<file path="src/rtl/uart_rx_oversampled.sv">
// 8N1 UART receiver with a free-running 16x oversample tick, a 2-FF rx synchronizer
// and framing-error detection; good bytes appear on d_out with a 1-cycle rx_done.
module uart_rx_oversampled #(
    parameter int DBIT    = 8,
    parameter int SB_TICK = 16,
    parameter int CLK_DIV = 163
) (
    input  logic            clk,
    input  logic            reset,
    input  logic            rx,
    output logic [DBIT-1:0] d_out,
    output logic            rx_done,
    output logic            frame_err,
    output logic            busy
);

    localparam int TW = (CLK_DIV > 1) ? $clog2(CLK_DIV) : 1;
    localparam int NW = (DBIT > 1) ? $clog2(DBIT) : 1;

    typedef enum logic [2:0] {IDLE, START, DATA, STOP, WAIT_IDLE} state_t;

    state_t          r_state;
    state_t          w_next_state;
    logic            r_rx_meta;
    logic            r_rx_s;
    logic [TW-1:0]   r_tick_cnt;
    logic            w_tick;
    logic [3:0]      r_s_cnt;
    logic [NW-1:0]   r_n_cnt;
    logic [DBIT-1:0] r_shift;
    logic [DBIT-1:0] r_d_out;
    logic            r_rx_done;
    logic            r_frame_err;
    logic            w_mid_start;
    logic            w_mid_data;
    logic            w_end_stop;
    logic            w_n_last;
    logic            w_done_set;
    logic            w_err_set;

    // Sync FFs reset high so an idle line is not mistaken for a start bit.
    always_ff @(posedge clk or posedge reset) begin
        if (reset) begin
            r_rx_meta <= 1'b1;
            r_rx_s    <= 1'b1;
        end else begin
            r_rx_meta <= rx;
            r_rx_s    <= r_rx_meta;
        end
    end

    always_ff @(posedge clk or posedge reset) begin
        if (reset) begin
            r_tick_cnt <= '0;
        end else if (w_tick) begin
            r_tick_cnt <= '0;
        end else begin
            r_tick_cnt <= r_tick_cnt + 1'b1;
        end
    end

    assign w_tick      = (r_tick_cnt == TW'(CLK_DIV - 1));
    assign w_mid_start = w_tick && (r_s_cnt == 4'd7);
    assign w_mid_data  = w_tick && (r_s_cnt == 4'd15);
    assign w_end_stop  = w_tick && (r_s_cnt == 4'(SB_TICK - 1));
    assign w_n_last    = (r_n_cnt == NW'(DBIT - 1));

    always_ff @(posedge clk or posedge reset) begin
        if (reset) begin
            r_state <= IDLE;
        end else begin
            r_state <= w_next_state;
        end
    end

    always_comb begin
        w_next_state = r_state;
        case (r_state)
            IDLE:      if (!r_rx_s) w_next_state = START;
            START:     if (w_mid_start) w_next_state = r_rx_s ? IDLE : DATA;
            DATA:      if (w_mid_data && w_n_last) w_next_state = STOP;
            STOP:      if (w_end_stop) w_next_state = r_rx_s ? IDLE : WAIT_IDLE;
            WAIT_IDLE: if (r_rx_s) w_next_state = IDLE;
            default:   w_next_state = IDLE;
        endcase
    end

    always_comb begin
        w_done_set = 1'b0;
        w_err_set  = 1'b0;
        busy       = (r_state != IDLE);
        if (r_state == STOP && w_end_stop) begin
            w_done_set = r_rx_s;
            w_err_set  = !r_rx_s;
        end
    end

    // Counters and shifter; s_cnt restarts at each sampling point so bits stay centred.
    always_ff @(posedge clk or posedge reset) begin
        if (reset) begin
            r_s_cnt     <= '0;
            r_n_cnt     <= '0;
            r_shift     <= '0;
            r_d_out     <= '0;
            r_rx_done   <= 1'b0;
            r_frame_err <= 1'b0;
        end else begin
            r_rx_done   <= w_done_set;
            r_frame_err <= w_err_set;
            if (w_done_set) begin
                r_d_out <= r_shift;
            end
            case (r_state)
                START: begin
                    if (w_mid_start) begin
                        r_s_cnt <= '0;
                        r_n_cnt <= '0;
                    end else if (w_tick) begin
                        r_s_cnt <= r_s_cnt + 1'b1;
                    end
                end
                DATA: begin
                    if (w_mid_data) begin
                        r_s_cnt <= '0;
                        r_shift <= {r_rx_s, r_shift[DBIT-1:1]};
                        if (!w_n_last) begin
                            r_n_cnt <= r_n_cnt + 1'b1;
                        end
                    end else if (w_tick) begin
                        r_s_cnt <= r_s_cnt + 1'b1;
                    end
                end
                STOP: begin
                    if (w_end_stop) begin
                        r_s_cnt <= '0;
                    end else if (w_tick) begin
                        r_s_cnt <= r_s_cnt + 1'b1;
                    end
                end
                default: r_s_cnt <= '0;
            endcase
        end
    end

    assign d_out     = r_d_out;
    assign rx_done   = r_rx_done;
    assign frame_err = r_frame_err;

endmodule

</file>
<file path="config.mk">
export PLATFORM = sky130hd
export DESIGN_NAME = uart_rx_oversampled
export DESIGN_NICKNAME = d
export VERILOG_FILES = /design/src/rtl/uart_rx_oversampled.sv
export SDC_FILE = /design/constraint.sdc
export NUM_CORES = 1
export LEC_CHECK = 0
export CORE_UTILIZATION = 25
export DETAILED_ROUTE_END_ITERATION = 10
export SLEW_MARGIN = 30
export SYNTH_ARGS = -nofsm -noshare
export SYNTH_HDL_FRONTEND = slang
export SYNTH_SLANG_ARGS = --single-unit
</file>
<file path="constraint.sdc">
create_clock -name clk -period 5.77 [get_ports clk]
set_input_delay 1.154 -clock clk [delete_from_list [all_inputs] [get_ports clk]]
set_output_delay 1.154 -clock clk [all_outputs]
set_load 0.01 [all_outputs]
</file>
==> parameters.txt, run 1 <==
Parameter                              Value

Run status
  Run status    finished clean

Die
  Effective utilization at floorplan    0.266
  Count of pins on the block boundary    14
  Row count    29
  Core Footprint    6490 sq um
  Floorplan die width    about 85 um
  Die area    7240 sq um
  Die height    85.1 um

CTS
  Clock network latency to the later pin of the worst-skew pair    between 0.2 and 0.3 ns
  Post-CTS Hold Buffers    0
  Post-CTS Resized    0
  Total CTS buffers    5
  Clock tree from TritonCTS    built
  Post-CTS Setup Inserts    0
  Count of H-tree levels built during CTS    2
  Number of buffers between clock root and the deepest sink    2
  Clock slew at the register clock pins of the worst setup and hold paths    roughly 0.08 ns
  Clock sink total    38
  CTS root buf    clkbuf_8

Worst hold path
  Hold crit path type    flop to flop
  Cell depth of the worst hold path    0
  Hold Startpoint    r_rx_meta$_DFF_PP1_
  Hold endpoint    r_rx_s$_DFF_PP1_

Global route
  Via count of the first global-routing pass    1043
  Largest net degree at the start of global routing    39
  Global-route wire length before repair    roughly 4800 um
  GRT Util Overall    0.0858
  Antenna violations before repair    0
  Remaining global-route overflow    0

Yosys
  EDFF count, synth    0
  Main area contributors after synthesis    dfrtp_1, mux2_1, mux2_2
  Area leader, netlist    dfrtp_1
  Instance count of the mapped netlist    about 140
  Netlist area before placement    between 1500 and 2000 sq um
  FFs w/ async S/R, synth    1.00
  Sequential element share of the synthesized area    0.552
  Avg Cell Area, Syn    12.1 sq um
  Synth top area share    0.522
  Most common flop cell mapped by yosys    dfrtp_1
  Number of storage elements in the synthesis netlist    38
  Yosys warning total    0
  Synthesized netlist net count    roughly 150
  Number of different library cells in the post-synthesis netlist    37

Cells and area
  Fillcell total    between 600 and 700
  Non-Filler Cell Area, Final    ~2000 sq um
  Core Util, Final    0.312
  Final nets    167
  Layout overhead on the synthesized area    17.5%
  Post-layout instance count excluding filler cells    ~240
  Fraction of layout cells with a size suffix above 1    0.156
  Number of inserted diodes    0

Timing
  Rel. slew slack    0.689
  Final worst clock skew    0.00619 ns
  Final Hold Viols    0
  Max frequency    roughly 360 MHz
  Min setup slack post-route    around 3.0 ns
  Setup repair after global routing missed its margin    no
  Hold slack final    approximately 0.36 ns
  Min cycle time layout    roughly 2.8 ns
  Final sum of negative setup slack    0 ns
  Share of the clock period used by the worst path    0.484
  Measured slew at the worst slew-check pin    0.466 ns
  Setup violators final    0
  Final-report max-slew violation count    0

Routing
  Detail-routed via count per cell    around 4.4
  Initial DRC Count    24
  Post-Route WL    around 2700 um
  Total DRC errors in the routed layout    0
  Number of nets with antenna violations after routing    0
  Overall via count from detail_route    around 1000
  Wire length per cell after detailed routing    roughly 11 um
  Pre-Repair DR Iteration Count    4

Worst setup path
  WP data arrival    between 1.5 and 2 ns
  Flop-to-flop setup slack    around 3.5 ns
  Startpoint types    flop
  Endpoint of the worst-slack reg-to-reg timing path    d_out[6]$_DFFE_PP0P_
  Kind of critical path    flop to output pin
  Worst reg2reg startpoint    r_tick_cnt[0]$_DFF_PP0_
  Register-to-Register Path Depth    6
  Setup crit end kind    output pin
  Critical Path Fanout Max    11
  Worst endpoint required time    4.62 ns

Place
  Routability congestion estimate    slightly below 0.8
  Number of placed instances, taps included    approximately 230
  Post-placement cell area    1930 sq um
  Number of input and output port buffers inserted    13
  Half-perimeter wire length after detailed placement    approximately 1900 um
  Worst setup timing slack at the placement stage    approximately 3.3 ns

Flow run
  Number of violations of the max-capacitance limit    0

Pwr
  Leakage power    slightly below 1 nW
  Pwr Total    about 0.47 mW
  Maximum vdd drop    ~80 uV
  Power density over the cells    between 200 and 250 nW/um^2
==> final cells by class <==
| type | count | area, sq um | share of cell area |
|---|---|---|---|
| clock inverters | 2 | 12.5 | 0.00617 |
| multi-input cells | 96 | 731 | 0.360 |
| flip-flops and latches | 38 | 953 | 0.470 |
| repair buffers | 14 | 138 | 0.0679 |
| inverters | 4 | 15.0 | 0.00740 |
| well taps | 77 | 96.3 | 0.0475 |
| clock buffers | 6 | 82.6 | 0.0407 |
==> report_power, final <==
| group | internal, mW | switching (mW) |
|---|---|---|
| combinational | 0.00181 | 0.00522 |
| sequential | 0.267 | 0.000733 |
| clock | 0.0960 | 0.0942 |
| total | 0.365 | 0.100 |
==> cell families after synthesis <==
kind of cell               count (synthesis)  synth area share
buffers and inverters                      9            0.0246
muxes                                     20             0.130
adders and majority gates                  5            0.0362
DFF                                       38             0.552
and+or+nand+nor                           53             0.180
xor gates and xnor gates                   9            0.0457
AOI/OAI and AO/OA                          9            0.0312
==> layout by cell type (no fill, tap or decap), types with 4 or more instances in the layout <==
| cell | n |
|---|---|
| clkdlybuf4s50_1 | 13 |
| xnor2_1 | 6 |
| nand3_1 | 5 |
| nor2_1 | 15 |
| mux2_2 | 8 |
| inv_1 | 4 |
| nand2_1 | 9 |
| mux2_1 | 8 |
| and3_1 | 5 |
| ha_1 | 5 |
| dfrtp_1 | 36 |
| clkbuf_8 | 6 |
==> worst max-delay path by stage <==
stage                            from  endpoint  depth (start not counted)
6_report       r_state[0]$_DFFE_PP0P_      busy                          2
5_1_grt        r_state[0]$_DFFE_PP0P_      busy                          2
4_1_cts        r_state[0]$_DFFE_PP0P_      busy                          2
3_5_place_dp   r_state[0]$_DFFE_PP0P_      busy                          2
3_3_place_gp   r_state[0]$_DFFE_PP0P_      busy                          2
2_1_floorplan  r_state[0]$_DFFE_PP0P_      busy                          2
==> sequential cells by signal (all words and copies together), names as in the netlist <==
name	cells
frame_err	1
r_tick_cnt	8
r_n_cnt	3
r_shift	8
rx_done	1
r_s_cnt	4
r_rx_s	1
d_out	8
r_state	3
r_rx_meta	1
==> critical path, stage by stage, from the launching register on <==
cell             delay [ns]
dfrtp_1                0.48
or3_1                  0.40
clkdlybuf4s50_1        0.48
==> cells in the mapped netlist (all sizes together) (2+ instances only) <==
library cell,number
a21oi,3
and2,2
and3,5
buf,3
clkbuf,2
dfrtp,36
dfstp,2
ha,5
inv,4
mux2,17
mux2i,3
nand2,9
nand2b,2
nand3,5
nand4,3
nor2,15
nor3,2
o21ai,3
or3,2
xnor2,6
xor2,3
==> metal layers <==
layer / up-vias / wire (um) / track usage
met5: - / 0 / 0
met4: 0 / 61 / 0.0462
met3: 6 / 111 / 0.0321
met2: 17 / 1200 / 0.133
met1: 500 / 1330 / 0.103
li1: 522 / - / -
Power figures use the tool's default switching activity.
==> run 2, diff against run 1 <==
Clock period 5.77 ns to 2.8 ns, I/O delays scaled along.
==> run 2 against run 1 <==
Global-route usage down 0.16 points. Power is 110% higher. Final cell count is 0.42% higher. Core utilization increased by 0.12 points. Cell area up 0.37%.
==> parameters.txt, run 2 (same netlist as run 1, synthesis figures left out) <==
Parameter                              Value

Run status
  Run status    finished clean

Routing
  Detail-routed via count per cell    about 4.6
  Topmost layer with routed signal wires    met4
  Wire length per cell after detailed routing    11.8 um
  Length of routed wiring on met1    about 1400 um
  Number of nets with antenna violations after routing    0
  Pre-Repair DR Iteration Count    4
  Overall via count from detail_route    roughly 1100
  Total DRC errors in the routed layout    0
  Initial DRC Count    between 60 and 70
  Wire length on met3    ~99 um
  Post-Route WL    2800 um
  Total met2 wirelength after detailed routing    between 1000 and 1500 um

Cells and area
  Layout overhead on the synthesized area    17.9%
  Most common library cell in the layout ignoring fill and taps    dfrtp_1
  Number of inserted diodes    0
  Post-layout instance count excluding filler cells    238
  Fraction of layout cells with a size suffix above 1    0.161
  Final nets    between 150 and 200
  Fillcell total    654
  Commonest cells after routing, fill and taps aside    dfrtp_1, nor2_1, clkdlybuf4s50_1
  Core Util, Final    0.313
  Non-Filler Cell Area, Final    just over 2000 sq um

Worst hold path
  Hold crit path type    flop to flop

Die
  Count of pins on the block boundary    14
  Die area    approximately 7200 sq um
  Row count    29
  Core Footprint    around 6500 sq um
  Die height    85.1 um
  Effective utilization at floorplan    0.266
  Floorplan die width    around 85 um

Global route
  Remaining global-route overflow    0
  GRT Util Overall    0.0842
  Via count of the first global-routing pass    ~1100
  Global-route wire length before repair    roughly 4800 um
  Largest net degree at the start of global routing    39
  Antenna violations before repair    0

Timing
  Setup repair after global routing missed its margin    no
  Min cycle time layout    around 2.2 ns
  Setup violators final    0
  Share of the clock period used by the worst path    0.798
  Final worst clock skew    0.00670 ns
  Final-report max-slew violation count    0
  Rel. slew slack    0.681
  Final sum of negative setup slack    0 ns
  Max frequency    ~450 MHz
  Min setup slack post-route    around 0.57 ns
  Final Hold Viols    0
  Measured slew at the worst slew-check pin    about 0.48 ns
  Hold slack final    about 0.36 ns

Pwr
  Power density over the cells    469 nW/um^2
  Pwr Total    about 0.96 mW
  Maximum vdd drop    between 150 and 200 uV
  Leakage power    about 0.99 nW

CTS
  Number of buffers between clock root and the deepest sink    2
  Post-CTS Hold Buffers    0
  Total CTS buffers    5
  Clock tree from TritonCTS    built
  Clock network latency to the later pin of the worst-skew pair    ~0.29 ns
  Clock sink total    38
  Post-CTS Resized    0
  CTS root buf    clkbuf_8
  Post-CTS Setup Inserts    0
  Count of H-tree levels built during CTS    2
  Clock slew at the register clock pins of the worst setup and hold paths    ~0.080 ns

Worst setup path
  Setup crit end kind    output pin
  Critical Path Fanout Max    11
  WP data arrival    1.67 ns
  Kind of critical path    flop to output pin
  Startpoint types    flop
  Worst endpoint required time    roughly 2.2 ns

Flow run
  Number of violations of the max-capacitance limit    0

Place
  Post-placement cell area    between 1500 and 2000 sq um
  Worst setup timing slack at the placement stage    around 0.76 ns
  Number of input and output port buffers inserted    13
  Half-perimeter wire length after detailed placement    2000 um
  Number of placed instances, taps included    230
  Routability congestion estimate    approximately 0.77
## run 2: cell types whose count changed in the layout (fill, tap and decap cells not counted)
| cell | previous run | this run |
|---|---|---|
| buf_4 | 1 | 2 |
## run 2: worst paths after layout
path,startpoint,to,slack (ns),cells after the start
max,r_state[0]$_DFFE_PP0P_,busy,0.57,2
min,r_rx_meta$_DFF_PP1_,r_rx_s$_DFF_PP1_,0.36,0
max reg2reg,r_tick_cnt[2]$_DFF_PP0_,r_shift[1]$_DFFE_PP0P_,0.78,4
min reg2reg,r_rx_meta$_DFF_PP1_,r_rx_s$_DFF_PP1_,0.36,0
max in group asynchronous,reset,r_rx_s$_DFF_PP1_,1.76,3
min in group asynchronous,reset,r_state[1]$_DFFE_PP0P_,0.68,3
## run 2: area by class of cell
type	count	area, sq um	share of cell area
clock buffers	6	82.6	0.0406
clock inverters	2	12.5	0.00615
inverters	4	15.0	0.00738
multi-input cells	96	731	0.359
flip-flops and latches	38	953	0.468
well taps	77	96.3	0.0473
repair buffers	15	145	0.0713
## run 2: per-layer routing
metal | global-route usage | up-vias
met5 | 0 | -
met4 | 0.0277 | 0
met3 | 0.0263 | 3
met2 | 0.136 | 19
met1 | 0.107 | 541
li1 | - | 524
## run 2: critical path: stages (launching register included)
cell and delay [ns]:
dfrtp_1 0.49, or3_1 0.41, clkdlybuf4s50_1 0.48
## run 2: power breakdown
part | total [mW] | internal [mW] | switching, mW | leakage (nW)
sequential | 0.553 | 0.551 | 0.00154 | 0.505
combinational | 0.0147 | 0.00374 | 0.0110 | 0.434
clock | 0.388 | 0.198 | 0.190 | 0.0472
==> run 3, diff against run 2 <==
Clock period 2.8 ns to 2.1 ns, I/O delays scaled along.
==> run 3 against run 2 <==
Wire length down 4.2%. Hold slack better by 0.0012 ns. Non-clock buffer count up 1. Sequential share of layout area down 1.1 points. Sequential cell count unchanged. Cell area up 2.6%.
==> parameters.txt, run 3 (same netlist as run 1, synthesis figures left out) <==
Parameter                              Value

Worst setup path
  Kind of critical path    flop to output pin
  Setup crit end kind    output pin
  Worst endpoint required time    between 1.5 and 2 ns
  Critical Path Fanout Max    9
  WP data arrival    around 1.6 ns
  Startpoint types    flop

CTS
  Number of buffers between clock root and the deepest sink    2
  Clock tree from TritonCTS    built
  CTS root buf    clkbuf_8
  Clock network latency to the later pin of the worst-skew pair    0.29 ns
  Clock slew at the register clock pins of the worst setup and hold paths    roughly 0.07 ns
  Post-CTS Hold Buffers    0
  Total CTS buffers    5
  Count of H-tree levels built during CTS    2
  Clock sink total    38

Run status
  Run status    finished clean

Timing
  Setup repair after global routing missed its margin    no
  Min cycle time layout    roughly 2.0 ns
  Share of the clock period used by the worst path    0.970
  Measured slew at the worst slew-check pin    about 0.46 ns
  Final Hold Viols    0
  Final-report max-slew violation count    0
  Hold slack final    about 0.36 ns
  Rel. slew slack    0.696
  Final sum of negative setup slack    0 ns
  Setup violators final    0
  Final worst clock skew    0.00841 ns
  Max frequency    just under 500 MHz

Pwr
  Cell-internal power    1.22 mW
  Sequential Power Share    0.496
  Switching portion of total power    0.182
  Switching power    about 0.27 mW
  Maximum vdd drop    243 uV
  Power density over the cells    711 nW/um^2
  Clock power share    0.491
  Leakage power    1.01 nW
  Share of power burned in combinational logic    0.013

Place
  Number of input and output port buffers inserted    13
  Half-perimeter wire length after detailed placement    around 1900 um
  Routability congestion estimate    roughly 0.7
  Number of placed instances, taps included    approximately 230

Routing
  Total DRC errors in the routed layout    0
  Post-Route WL    roughly 2700 um
  Detail-routed via count per cell    about 4.4
  Pre-Repair DR Iteration Count    3
  Overall via count from detail_route    about 1000
  Initial DRC Count    between 40 and 50
  Number of nets with antenna violations after routing    0
  Wire length per cell after detailed routing    around 11 um

Cells and area
  Fraction of layout cells with a size suffix above 1    0.185
  Most common library cell in the layout ignoring fill and taps    dfrtp_1
  Final nets    about 170
  Commonest cells after routing, fill and taps aside    dfrtp_1, nor2_1, clkdlybuf4s50_1
  Layout overhead on the synthesized area    21.0%
  Post-layout instance count excluding filler cells    239
  Number of inserted diodes    0

Die
  Count of pins on the block boundary    14
  Row count    29
  Core Footprint    between 6000 and 7000 sq um
  Die height    approximately 85 um
  Floorplan die width    roughly 85 um
  Effective utilization at floorplan    0.266
  Die area    7240 sq um

Global route
  Antenna violations before repair    0
  GRT Util Overall    0.0849
  Largest net degree at the start of global routing    39
  Remaining global-route overflow    0
  Via count of the first global-routing pass    about 1000
  Global-route wire length before repair    about 4800 um

Flow run
  Number of violations of the max-capacitance limit    0

Worst hold path
  Hold crit path type    flop to flop
## run 3: cell count changes in the layout (fill, tap and decap cells not counted), sizes merged
cell      before  now
clkbuf         6    5
bufinv         0    2
buf            2    3
clkinvlp       1    0
## run 3: per-stage QoR
step            util  instance area [sq um]  power [mW]  worst slack (ns)
6_report       0.322                   2090        1.49            0.0634
5_1_grt        0.322                   2090        1.55          0.000735
4_1_cts        0.321                   2090        1.51            0.0312
3_5_place_dp   0.300                   1950       0.772            0.0799
3_3_place_gp   0.300                   1950       0.772             0.102
2_1_floorplan      -                   1730       0.762             0.199
## run 3: final cells by class
type / instances / area, sq um
multi-input cells: 96 / 733
clock buffers: 5 / 68.8
repair buffers: 16 / 153
well taps: 77 / 96.3
flip-flops and latches: 38 / 955
inverters: 4 / 15.0
fillers: 644 / 4410
clock inverters: 3 / 68.8
## run 3: worst max-delay path, stage by stage (launching register included)
cell and delay, ns:
dfrtp_1 0.46, or3_1 0.39, clkdlybuf4s50_1 0.49
## run 3: worst paths after layout
kind	from	endpoint	slack (ns)	depth (start not counted)
setup / recovery	r_state[1]$_DFFE_PP0P_	busy	0.06	2
hold / removal	r_rx_meta$_DFF_PP1_	r_rx_s$_DFF_PP1_	0.36	0
setup reg to reg	r_tick_cnt[0]$_DFF_PP0_	r_n_cnt[0]$_DFFE_PP0P_	0.14	6
hold reg to reg	r_rx_meta$_DFF_PP1_	r_rx_s$_DFF_PP1_	0.36	0
max in group asynchronous	reset	r_state[2]$_DFFE_PP0P_	1.22	3
min in group asynchronous	reset	r_tick_cnt[5]$_DFF_PP0_	0.53	3
## run 3: power by group through the flow
stage / Combinational [mW] / Sequential (mW) / Clock [mW]
floorplan: 0.0115 / 0.750 / 0
global placement: 0.0209 / 0.751 / 0
detailed placement: 0.0205 / 0.751 / 0
CTS: 0.0206 / 0.737 / 0.754
global route: 0.0231 / 0.737 / 0.786
finish: 0.0190 / 0.737 / 0.730
## run 3: what timing repair did
action | in CTS | in global routing
endpoints found under the setup margin | 0 | 17
buffers inserted | 0 | 0
endpoints found under the hold margin | 0 | 0
gates resized for setup | 0 | 3
## run 3: layer usage
layer,track usage,vias up,share of wire
met2,0.128,14,0.45
met1,0.113,496,0.51
met4,0.0324,0,0.0089
met5,0,-,0
met3,0.0292,3,0.039
li1,-,528,-
